`config.mk`:
```
export PLATFORM = sky130hd
export DESIGN_NAME = wb_arbiter
export DESIGN_NICKNAME = d
export VERILOG_FILES = /design/src/rtl/wb_arbiter.sv
export SDC_FILE = /design/constraint.sdc
export NUM_CORES = 1
export LEC_CHECK = 0
export BUFFER_PORTS_ARGS = -buffer_cell sky130_fd_sc_hd__clkbuf_2
export CAP_MARGIN = 20
export CORE_AREA = 2 2 132 134
export CTS_BUF_LIST = sky130_fd_sc_hd__clkbuf_4 sky130_fd_sc_hd__clkbuf_8 sky130_fd_sc_hd__clkbuf_16
export CTS_CLUSTER_DIAMETER = 40
export DETAILED_ROUTE_END_ITERATION = 16
export DIE_AREA = 0 0 134 136
export GPL_ROUTABILITY_DRIVEN = 1
export HOLD_SLACK_MARGIN = 0.12
export PLACE_DENSITY = 0.51
export SLEW_MARGIN = 15
export SYNTH_ARGS = -nofsm -noshare
export SYNTH_HDL_FRONTEND = slang
export SYNTH_SLANG_ARGS = --single-unit
```
`constraint.sdc`:
```
create_clock -name CLK_I -period 1.81 [get_ports CLK_I]
set_input_delay 0.0905 -clock CLK_I [delete_from_list [all_inputs] [get_ports CLK_I]]
set_output_delay 0.0905 -clock CLK_I [all_outputs]
set_load 0.005 [all_outputs]
```
`src/rtl/wb_arbiter.sv`:
```
// Round-robin Wishbone B3 arbiter: NUM_M masters share one slave port, with LOCK
// holding, combinational return-path steering and a watchdog that ends hung cycles with ERR.
module wb_arbiter #(
  parameter int NUM_M   = 2,
  parameter int ADR_W   = 32,
  parameter int DAT_W   = 32,
  parameter int TAG_W   = 4,
  parameter int TIMEOUT = 16,
  localparam int SEL_W  = DAT_W / 8
) (
  input  logic                   CLK_I,
  input  logic                   RST_I,
  input  logic [NUM_M-1:0]       M_CYC_I,
  input  logic [NUM_M-1:0]       M_STB_I,
  input  logic [NUM_M-1:0]       M_WE_I,
  input  logic [NUM_M-1:0]       M_LOCK_I,
  input  logic [NUM_M*ADR_W-1:0] M_ADR_I,
  input  logic [NUM_M*DAT_W-1:0] M_DAT_I,
  input  logic [NUM_M*SEL_W-1:0] M_SEL_I,
  input  logic [NUM_M*TAG_W-1:0] M_TGA_I,
  input  logic [NUM_M*TAG_W-1:0] M_TGC_I,
  input  logic [NUM_M*TAG_W-1:0] M_TGD_I,
  output logic [NUM_M-1:0]       M_ACK_O,
  output logic [NUM_M-1:0]       M_ERR_O,
  output logic [NUM_M-1:0]       M_RTY_O,
  output logic [DAT_W-1:0]       M_DAT_O,
  output logic [TAG_W-1:0]       M_TGD_O,
  output logic                   S_CYC_O,
  output logic                   S_STB_O,
  output logic                   S_WE_O,
  output logic                   S_LOCK_O,
  output logic [ADR_W-1:0]       S_ADR_O,
  output logic [DAT_W-1:0]       S_DAT_O,
  output logic [SEL_W-1:0]       S_SEL_O,
  output logic [TAG_W-1:0]       S_TGA_O,
  output logic [TAG_W-1:0]       S_TGC_O,
  output logic [TAG_W-1:0]       S_TGD_O,
  input  logic [DAT_W-1:0]       S_DAT_I,
  input  logic [TAG_W-1:0]       S_TGD_I,
  input  logic                   S_ACK_I,
  input  logic                   S_ERR_I,
  input  logic                   S_RTY_I,
  output logic [NUM_M-1:0]       GNT_O,
  output logic                   TIMEOUT_O
);

  localparam int LW   = (NUM_M > 1) ? $clog2(NUM_M) : 1;
  localparam int WD_W = (TIMEOUT > 0) ? $clog2(TIMEOUT + 1) : 1;
  localparam logic [WD_W-1:0] WD_LAST = WD_W'((TIMEOUT > 0) ? TIMEOUT - 1 : 0);

  typedef enum logic {IDLE, OWN} state_t;

  state_t            state_reg, state_next;
  logic [NUM_M-1:0]  gnt_reg, gnt_next;
  logic [LW-1:0]     last_reg, last_next;
  logic [WD_W-1:0]   wdog_reg, wdog_next;
  logic              abort_reg, abort_next;

  logic              own;
  logic              term;
  logic              found;
  logic [LW-1:0]     idx;
  logic [LW-1:0]     pick;

  logic [ADR_W-1:0]  adr_arr [NUM_M];
  logic [DAT_W-1:0]  dat_arr [NUM_M];
  logic [SEL_W-1:0]  sel_arr [NUM_M];
  logic [TAG_W-1:0]  tga_arr [NUM_M];
  logic [TAG_W-1:0]  tgc_arr [NUM_M];
  logic [TAG_W-1:0]  tgd_arr [NUM_M];

  genvar gi;
  generate
    for (gi = 0; gi < NUM_M; gi++) begin : g_master
      assign adr_arr[gi] = M_ADR_I[gi*ADR_W +: ADR_W];
      assign dat_arr[gi] = M_DAT_I[gi*DAT_W +: DAT_W];
      assign sel_arr[gi] = M_SEL_I[gi*SEL_W +: SEL_W];
      assign tga_arr[gi] = M_TGA_I[gi*TAG_W +: TAG_W];
      assign tgc_arr[gi] = M_TGC_I[gi*TAG_W +: TAG_W];
      assign tgd_arr[gi] = M_TGD_I[gi*TAG_W +: TAG_W];
      // Only the granted master sees terminations; abort forces ERR for one cycle.
      assign M_ACK_O[gi] = gnt_reg[gi] & S_ACK_I & S_CYC_O;
      assign M_ERR_O[gi] = gnt_reg[gi] & ((S_ERR_I & S_CYC_O) | abort_reg);
      assign M_RTY_O[gi] = gnt_reg[gi] & S_RTY_I & S_CYC_O;
    end
  endgenerate

  // last_reg doubles as the mux select, since it always names the current owner in OWN.
  assign own       = (state_reg == OWN);
  assign S_CYC_O   = own & M_CYC_I[last_reg] & ~abort_reg;
  assign S_STB_O   = own & M_STB_I[last_reg] & M_CYC_I[last_reg] & ~abort_reg;
  assign S_WE_O    = own & M_WE_I[last_reg];
  assign S_LOCK_O  = own & M_LOCK_I[last_reg];
  assign S_ADR_O   = own ? adr_arr[last_reg] : '0;
  assign S_DAT_O   = own ? dat_arr[last_reg] : '0;
  assign S_SEL_O   = own ? sel_arr[last_reg] : '0;
  assign S_TGA_O   = own ? tga_arr[last_reg] : '0;
  assign S_TGC_O   = own ? tgc_arr[last_reg] : '0;
  assign S_TGD_O   = own ? tgd_arr[last_reg] : '0;
  assign M_DAT_O   = S_DAT_I;
  assign M_TGD_O   = S_TGD_I;
  assign GNT_O     = gnt_reg;
  assign TIMEOUT_O = abort_reg;

  assign term = (S_ACK_I | S_ERR_I | S_RTY_I) & S_CYC_O;

  always_ff @(posedge CLK_I or negedge RST_I) begin
    if (!RST_I) begin
      state_reg <= IDLE;
      gnt_reg   <= '0;
      last_reg  <= LW'(NUM_M - 1);
      wdog_reg  <= '0;
      abort_reg <= 1'b0;
    end else begin
      state_reg <= state_next;
      gnt_reg   <= gnt_next;
      last_reg  <= last_next;
      wdog_reg  <= wdog_next;
      abort_reg <= abort_next;
    end
  end

  always_comb begin
    state_next = state_reg;
    gnt_next   = gnt_reg;
    last_next  = last_reg;
    wdog_next  = '0;
    abort_next = 1'b0;
    found      = 1'b0;
    idx        = '0;
    pick       = '0;
    case (state_reg)
      IDLE: begin
        // Search starts just after the previous owner so every requester gets a turn.
        for (int k = 1; k <= NUM_M; k++) begin
          idx = LW'((int'(last_reg) + k) % NUM_M);
          if (!found && M_CYC_I[idx]) begin
            found = 1'b1;
            pick  = idx;
          end
        end
        if (found) begin
          state_next = OWN;
          gnt_next   = NUM_M'(1) << pick;
          last_next  = pick;
        end
      end
      OWN: begin
        if (!M_CYC_I[last_reg] && !M_LOCK_I[last_reg]) begin
          state_next = IDLE;
          gnt_next   = '0;
        end else if (TIMEOUT != 0 && S_STB_O && !term) begin
          if (wdog_reg == WD_LAST) abort_next = 1'b1;
          else                     wdog_next  = wdog_reg + WD_W'(1);
        end
      end
      default: begin
        state_next = IDLE;
        gnt_next   = '0;
      end
    endcase
  end

endmodule

```
==> metrics.md <==
| Metric | Value |
|---|---|
| Clock Power Share | 0.090 |
| Initial Utilization | 0.124 |
| GPL Wtd Cong | 0.768 |
| Worst-path maximum fanout | 6 |
| Worst Hold Depth | 0 |
| Outcome | completed |
| Synth Cell Area | 2100 sq um |
| Sequential group share of total power | 0.080 |
| H-tree Lvls | 1 |
| Final Hold Vio Count | 0 |
| Mapped Nets | 490 |
| Net switching power | 2.12 mW |
| Clock skew | 9.73 ps |
| CP Capture Point | M_ERR_O[1] |
| CTS tree | done |
| Sink Count | 10 |
| Worst-Skew Late Latency | 240 ps |
| Share of layout cells above drive strength 1 | 0.584 |
| Worst Reg-to-Reg Cells | 5 |
| Share of total power in combinational logic | 0.831 |
| R2r startpoint | last_reg |
| Total GRT Usage | 0.102 |
| Ys flop type | dfrtp_1 |
| Vias/cell | 3.64 |
| Switching share of power | 0.452 |
| EDFF count, synth | 0 |
| Largest register FFs | 5 |
| Final net count | 730 |
| IR drop worst, VDD | 0.496 mV |
| Largest net degree at the start of global routing | 56 |
| DRC Markers | 0 |
| Antenna violations before repair | 0 |
| Drt wl/cell | 14.5 microns |
| R2R setup slack | 150 ps |
| Worst EP required | 1720 ps |
| Clock Path Buffers | 2 |
| 1st-iter DRT viols | 79 |
| Diodes inserted | 0 |
| Synthesized area per cell | 7.50 sq um |
| Core footprint | 16900 sq um |
| Synth warn | 0 |
| CTS clk-pin slew, worst paths | 50 ps |
| Peak Freq | 567 MHz |
| Count of different cell masters after synthesis | 33 |
| Ys async rst share | 1.00 |
| TNS Setup | 0 ps |
| Io pins | 338 |
| Area grow syn2layout | 75.9% |
| Grt total ovfl | 0 |
| Antenna Violating Nets Remaining | 0 |
| DP Wirelength | 9.05 mm |
| Power Density | 1270 nW/um^2 |
| Core Util, Final | 0.219 |
| Fin crit period | 1760 ps |
| Most frequent cells in the layout | 265 x clkbuf_2, 83 x nor2_1, 79 x mux2i_1, 16 x buf_4, 9 x dfrtp_1 |
| Die width | 134 microns |
| Leak pwr | 2.16 nW |
| Die height | 136 microns |
| Vias in the first global route | 2392 |
| Synthesized flop and latch total | 10 |
| Row Count | 48 |
| Int Pwr | 2.58 mW |
| CTS Buf Count | 3 |
| Clk root buf | clkbuf_16 |
| Commonest non-fill, non-tap cell in the layout | clkbuf_2 |
| IO buf count | 265 |
| Die footprint | 18200 sq um |
| End of the worst register-to-register path | GNT_O[1] |
| Post-Syn Instances | 280 |
| Maxcap violations | 0 |
| First-pass GRT wire length | 14.2 mm |
| HP Class | in -> out |
| Sequential element share of the synthesized area | 0.120 |
| Critical path class | reg -> out |
| Final setup violation count | 0 |
| Total Wirelength | 10.8 mm |
| Vias | 2708 |
| Max Slew Vio Count | 0 |
| Headroom to the max-slew limit | 0.814 |
| CP Data Arrival Time | 1670 ps |
| Worst Setup SP | last_reg |
| Element type at the critical path end | primary output |
| Tightest Pin Transition | 275 ps |
| Post-DP Area | 3460 sq um |
| Router iterations before antenna repair | 4 |
| Post-route cell area | 3690 sq um |
| Startpoint type of the worst setup path | flop |
| Final period util | 0.975 |
per-stage QoR:
| step | hold WS [ps] | power (mW) | cells | setup WS (ps) |
|---|---|---|---|---|
| 2_1_floorplan | -205 | 2.46 | 280 | 476 |
| 3_3_place_gp | -23.3 | 3.98 | 729 | 192 |
| 3_5_place_dp | -16.6 | 3.99 | 729 | 171 |
| 4_1_cts | 181 | 4.56 | 736 | -8.17 |
| 5_1_grt | 181 | 5.11 | 744 | -1.43 |
| 6_report | 181 | 4.70 | 744 | 45.1 |
what timing repair did:
action,in CTS,in global routing
pin swaps,0,0
cloned,1,1
setup buffers,1,7
hold buffers,1,0
endpoints found under the hold margin,10,0
resized for setup,1,8
endpoints found under the setup margin,47,25
routing by layer:
metal	wire, microns	vias to the layer above	global-route usage	part of all wire
li1	-	1386	-	-
met1	4360	1160	0.127	0.40
met2	5340	157	0.176	0.49
met3	1040	5	0.0317	0.097
met4	50	0	0.0160	0.0046
met5	0	-	0	0
cell families (layout without fill, tap and decap cells):
| kind of cell | Yosys count | in the layout | share of synthesized area |
|---|---|---|---|
| and+or+nand+nor | 114 | 114 | 0.237 |
| muxes | 84 | 84 | 0.403 |
| buffers and inverters | 59 | 298 | 0.198 |
| AOI/OAI and AO/OA | 10 | 10 | 0.0268 |
| DFF | 10 | 10 | 0.120 |
| xor gates and xnor gates | 2 | 2 | 0.00834 |
| adders and majority gates | 1 | 1 | 0.00596 |
final cells by class:
type	count	area (sq um)
Fill cell	1918	13200
Timing Repair Buffer	290	1610
Multi-Input combinational cell	211	1450
Tap cell	225	282
Sequential cell	10	255
Clock buffer	4	82.6
Inverter	4	15.0
synth_stat cells (3+ instances only):
library cell	n	area share
and3_1	4	0.012
buf_6	5	0.027
nor2b_1	3	0.0089
buf_2	9	0.021
inv_1	3	0.0054
nand2_1	3	0.0054
nand3_1	4	0.0095
dfrtp_1	9	0.11
nor3_1	7	0.017
buf_4	39	0.14
nor2_1	83	0.15
mux2i_1	82	0.39
a21oi_1	5	0.012
critical path, stage by stage, from the launching register on:
cell	delay, ps
dfstp_4	680
mux2_4	340
a31oi_1	220
nor2b_1	80
clkbuf_2	110
power groups by stage:
stage,Sequential (mW),Combinational [mW],Clock (mW)
floorplan,0.316,2.14,0
global placement,0.397,3.58,0
detailed placement,0.395,3.59,0
CTS,0.381,3.75,0.431
global route,0.385,4.28,0.441
finish,0.374,3.90,0.423
worst min-delay path by stage:
stage	endpoint	slack [ps]	start
2_1_floorplan	GNT_O[0]	-210	RST_I
3_3_place_gp	wdog_reg[4]	-20	RST_I
5_1_grt	M_DAT_O[21]	180	S_DAT_I[21]
6_report	M_DAT_O[21]	180	S_DAT_I[21]
4_1_cts	M_DAT_O[19]	180	S_DAT_I[19]
3_5_place_dp	wdog_reg[2]	-20	RST_I
No activity file was read; power rests on OpenSTA's default activity.
